### src/rtl/cla_seq_pkg.sv
// cla_seq_pkg: shared FSM state type and slice width for the sequential CLA adder.
package cla_seq_pkg;
    localparam int SLICE_W = 4;
    typedef enum logic [1:0] {IDLE, RUN, DONE} state_t;
endpackage

### src/rtl/cla.sv
// cla: 4-bit carry-lookahead adder slice.
module cla
    import cla_seq_pkg::*;
(
    input  logic [SLICE_W-1:0] a,
    input  logic [SLICE_W-1:0] b,
    input  logic               cin,
    output logic [SLICE_W-1:0] sum,
    output logic               cout
);
    logic [SLICE_W-1:0] g, p;
    logic [SLICE_W:1]   c;
    assign g = a & b;
    assign p = a ^ b;
    assign c[1] = g[0] | (p[0] & cin);
    assign c[2] = g[1] | (p[1] & g[0]) | (p[1] & p[0] & cin);
    assign c[3] = g[2] | (p[2] & g[1]) | (p[2] & p[1] & g[0]) | (p[2] & p[1] & p[0] & cin);
    assign c[4] = g[3] | (p[3] & g[2]) | (p[3] & p[2] & g[1]) | (p[3] & p[2] & p[1] & g[0])
                | (p[3] & p[2] & p[1] & p[0] & cin);
    assign sum  = p ^ {c[3:1], cin};
    assign cout = c[4];
endmodule

### src/rtl/cla_seq_adder.sv
// cla_seq_adder: WIDTH-bit adder sequenced one nibble per cycle through a single cla slice.
// Optional subtract mode enabled by defining CLA_SEQ_SUB_EN.
module cla_seq_adder
    import cla_seq_pkg::*;
#(
    parameter int WIDTH = 16
) (
    input  logic             clk,
    input  logic             rst_n,
    input  logic             start,
    input  logic [WIDTH-1:0] a,
    input  logic [WIDTH-1:0] b,
    input  logic             cin,
`ifdef CLA_SEQ_SUB_EN
    input  logic             sub,
`endif
    output logic             busy,
    output logic             done,
    output logic [WIDTH-1:0] sum,
    output logic             cout
);
    localparam int NSLICE = WIDTH / SLICE_W;
    localparam int IW     = NSLICE > 1 ? $clog2(NSLICE) : 1;

    state_t             state, next;
    logic [IW-1:0]      idx;
    logic [WIDTH-1:0]   op_a, op_b, b_in;
    logic               carry, c_in, last;
    logic [SLICE_W-1:0] s_sum;
    logic               s_cout;

`ifdef CLA_SEQ_SUB_EN
    // Two's-complement subtract: invert B and inject a carry of one.
    assign b_in = sub ? ~b : b;
    assign c_in = sub | cin;
`else
    assign b_in = b;
    assign c_in = cin;
`endif

    cla u_cla (
        .a    (op_a[idx*SLICE_W +: SLICE_W]),
        .b    (op_b[idx*SLICE_W +: SLICE_W]),
        .cin  (carry),
        .sum  (s_sum),
        .cout (s_cout)
    );

    assign last = idx == IW'(NSLICE - 1);
    assign busy = state != IDLE;
    assign done = state == DONE;

    always_ff @(posedge clk)
        state <= !rst_n ? IDLE : next;

    always_comb begin
        next = state;
        next = state == IDLE ? (start ? RUN : IDLE)
             : state == RUN  ? (last ? DONE : RUN)
             : IDLE;
    end

    always_ff @(posedge clk) begin
        if (!rst_n) begin
            idx   <= '0;
            carry <= 1'b0;
            op_a  <= '0;
            op_b  <= '0;
            sum   <= '0;
            cout  <= 1'b0;
        end else if (state == IDLE && start) begin
            op_a  <= a;
            op_b  <= b_in;
            carry <= c_in;
            sum   <= '0;
            idx   <= '0;
        end else if (state == RUN) begin
            sum[idx*SLICE_W +: SLICE_W] <= s_sum;
            carry <= s_cout;
            if (last) cout <= s_cout;
            else idx <= idx + 1'b1;
        end
    end
endmodule
### config.mk
export PLATFORM = sky130hd
export DESIGN_NAME = cla_seq_adder
export DESIGN_NICKNAME = d
export VERILOG_FILES = /design/src/rtl/cla_seq_pkg.sv /design/src/rtl/cla.sv /design/src/rtl/cla_seq_adder.sv
export SDC_FILE = /design/constraint.sdc
export NUM_CORES = 1
export LEC_CHECK = 0
export CAP_MARGIN = 5
export CORE_ASPECT_RATIO = 1.4
export CORE_MARGIN = 2
export CORE_UTILIZATION = 49
export CTS_CLUSTER_DIAMETER = 80
export CTS_CLUSTER_SIZE = 16
export DETAILED_ROUTE_END_ITERATION = 8
export DONT_BUFFER_PORTS = 1
export PLACE_DENSITY = 0.64
export SLEW_MARGIN = 20
export SYNTH_ARGS = -nofsm -noshare
export SYNTH_HDL_FRONTEND = slang
export SYNTH_SLANG_ARGS = --single-unit
### constraint.sdc
create_clock -name clk -period 6.9 [get_ports clk]
set_clock_uncertainty 0.15 [all_clocks]
set_input_delay 2.07 -clock clk [delete_from_list [all_inputs] [get_ports clk]]
set_output_delay 2.07 -clock clk [all_outputs]
set_load 0.01 [all_outputs]
==> results.txt <==
The flow ran to the end, and the final reports show no timing, DRC or antenna violations. The data arrival time of the worst path came out at 1.26 ns. The total via count in the routed design is 1796. The worst setup path is launched from a register.

The most used flip-flop cell after synthesis is dfxtp_1. The final hold violation count is 0. The signed area change from the synthesized netlist to the final layout came out at 4.01%. The length in cells of the worst reg-to-reg path is 6. The I/O pin count is 55.

The synthesized net count came out at 312. The row count came out at 31. The cell type of the slowest stage on the worst timing path is dfxtp_1. The cell family contributing the most delay on the critical path is flip-flops. The synthesized netlist contains 40 unique library cells.

The fmax is 288 MHz. The die span in y is 90.0 um. The finished layout cell area is 2690 um2. The number of port buffers is 0. For the worst-skew pair, the clock arrives at the later sink with an insertion delay of 0.31 ns. The total of flip-flops plus latches after synthesis came out at 54. Sorting the synthesized cells by area gives the leading types as dfxtp_1 42%, nand2_1 10%, a21boi_1 8.4%, mux4_2 7.0%, ha_1 4.8%.

The area share of the largest cell type after synthesis is 41.8%. The data required time of the worst path came out at 4.68 ns. VDD sags by at most 175 uV. Setup violations remaining at the end of the flow were counted as 0. The slew at the pin closest to its max-slew limit came out at 0.950 ns. The commonest cells after synthesis are 71 x nand2_1, 54 x dfxtp_1, 29 x a21boi_1. In this run the clock root is driven by a clkbuf_8. The floorplan core area is 5120 um2.

The count of cell instances traversed by the critical path came out at 2. TritonCTS built the clock tree. The total wirelength of the detailed-routed design is 4960 um. The most frequently used cell type in the post-synthesis netlist is nand2_1. The total global-route track usage is 18.0%. The final number of max-transition violations is 0. Clock-pin slew was measured on the worst setup and hold paths at 0.09 ns. The setup slack of the most critical reg-to-reg path came out at 3.85 ns.

The die is 65.4 um wide. After the last flow step, the layout net total stands at 305. The stage delay of the slowest cell on the critical path is 0.68 ns.

The floorplan die area is 5890 um2. The cell area after placement came out at 2570 um2. The first-pass detailed-route iteration total came out at 4.

The post-synthesis instance total is 265. The via count of the first global-routing pass came out at 1709. The setup fix buffers added after clock tree synthesis came out at 0. The cts-stage hold buffer count came out at 0. The synthesized design contains 0 enable-type register cells. The worst setup path is of the register to output pin kind. The max-cap check violation count came out at 0.

Setup repair after global routing left no endpoint under its margin. Measured against its own limit, the worst slew margin works out to 36.6%. In this run the mean area of a mapped cell was 9.76 um2. The async set-reset flop share out of synthesis came out at 0%. The total congestion overflow after global routing is 0. Detailed placement ended at an HPWL of 3570 um.

The initial antenna violation count came out at 0. The detailed router finished its first iteration with 99 violations. The via density per instance came out at 5.53. The shortest period the worst path allows is 3.48 ns. The antenna diode count is 0.

For this run, the number of Yosys warnings is 0. The final antenna-violating net count is 0. The number of resized instances in the post-cts repair step came out at 0. The remaining design rule violation count is 0.

The total negative setup slack is 0 ns. The ratio of total power to cell area came out at 234 nW/um2. The sequential area share after synthesis came out at 41.8%.

The worst hold path belongs to the class register to register. The placed cell count is 317. Together, buffers and inverters on the worst path number 1.

The deepest clock path buffer count came out at 2. The maximum number of pins on one net before global-route repair is 39. Walking the worst path, the cells encountered are nor2_1, inv_1. The global placer's final weighted congestion is 0.702. After the flow finishes, the layout carries non-filler instances totaling 325. The first global-routing pass estimated 8310 um of wire. Of the available clock period, the critical path in the final layout requires 50.4%. The worst setup path is captured at an output pin. The leakage power is 1.07 nW. Clock tree synthesis found a total of 54 sinks. The depth of the worst hold-timing path came out at 2. The initial standard-cell utilization of the core came out at 50.5%.

The count of H-tree levels built during CTS came out at 2. The synthesized area came out at 2590 um2. The top cell type by total area after synthesis is dfxtp_1.

The number of CTS-inserted buffers is 5. The share of post-route cells with drive strength above 1 came out at 11.2%. After detailed routing, the average wire length per cell comes to 15.3 um. The maximum fanout count along the critical path came out at 9.
[layer usage]
layer	part of all wire, %	track usage (%)	up-vias
met4	1.1	5.21	0
met5	0	0	-
li1	-	-	903
met2	53	30.7	41
met3	4.5	5.26	4
met1	42	21.8	848
[power breakdown]
part | switching [W] | internal (W) | total, W
registers | 0.0000130 | 0.000325 | 0.000338
clock network | 0.000108 | 0.000110 | 0.000218
logic | 0.0000404 | 0.0000327 | 0.0000732
[final cells by class]
cell class | count | area [um2]
clock buffers | 5 | 68.8
clock inverters | 3 | 47.5
fillers | 490 | 2430
inverters | 7 | 26.3
multi-input cells | 189 | 1380
flip-flops and latches | 54 | 1080
well taps | 66 | 82.6
repair buffers | 1 | 7.51
[layout by cell type, fill, tap and decap left out, types with 4 or more instances in the layout]
cell type,Yosys,layout
a21boi_1,29,29
a22oi_1,8,8
a32oi_1,4,4
clkbuf_8,0,5
dfxtp_1,54,54
ha_1,10,10
inv_1,7,7
mux4_2,8,8
nand2_1,71,71
nor2_1,17,17
o22ai_1,4,4
[worst register-to-register path: stages (launching register included)]
cell	delay, ns
dfxtp_1	0.96
mux4_2	0.67
ha_1	0.34
a21o_1	0.20
a211o_1	0.35
a32oi_1	0.22
nor2_1	0.05
[kinds of logic (layout without fill, tap and decap cells)]
| group | Yosys count | in the layout | share of synthesized area, % |
|---|---|---|---|
| buf+inv | 22 | 16 | 4.98 |
| compound gates | 58 | 58 | 16.8 |
| flops | 54 | 54 | 41.8 |
| mux | 8 | 8 | 6.96 |
| xor+xnor | 2 | 2 | 0.677 |
| simple gates | 110 | 110 | 23.2 |
| fa+ha+maj | 11 | 11 | 5.61 |
[stage by stage]
step | hold slack [ns] | total power, W | setup WS (ns) | utilization (%)
floorplan | 0.282 | 0.000411 | 3.94 | -
global placement | 0.288 | 0.000419 | 3.55 | 50.3
detailed placement | 0.296 | 0.000420 | 3.54 | 50.3
CTS | 0.309 | 0.000637 | 3.40 | 52.6
global route | 0.326 | 0.000661 | 3.31 | 52.6
finish | 0.307 | 0.000629 | 3.42 | 52.6
[state kept, by name (all words and copies together), names as in the netlist]
name / cells
state: 2
sum: 16
idx: 2
cout: 1
carry: 1
op_a: 16
op_b: 16
[final timing paths]
kind                        startpoint                   end
setup / recovery   state[0]$_SDFF_PN0_                  busy
hold / removal    op_a[1]$_SDFFE_PN0P_  op_a[1]$_SDFFE_PN0P_
setup reg to reg   idx[0]$_SDFFE_PP0P_  sum[14]$_SDFFE_PP0P_
hold reg to reg   op_a[1]$_SDFFE_PN0P_  op_a[1]$_SDFFE_PN0P_
Note: power is estimated with default switching activity, not from simulation.
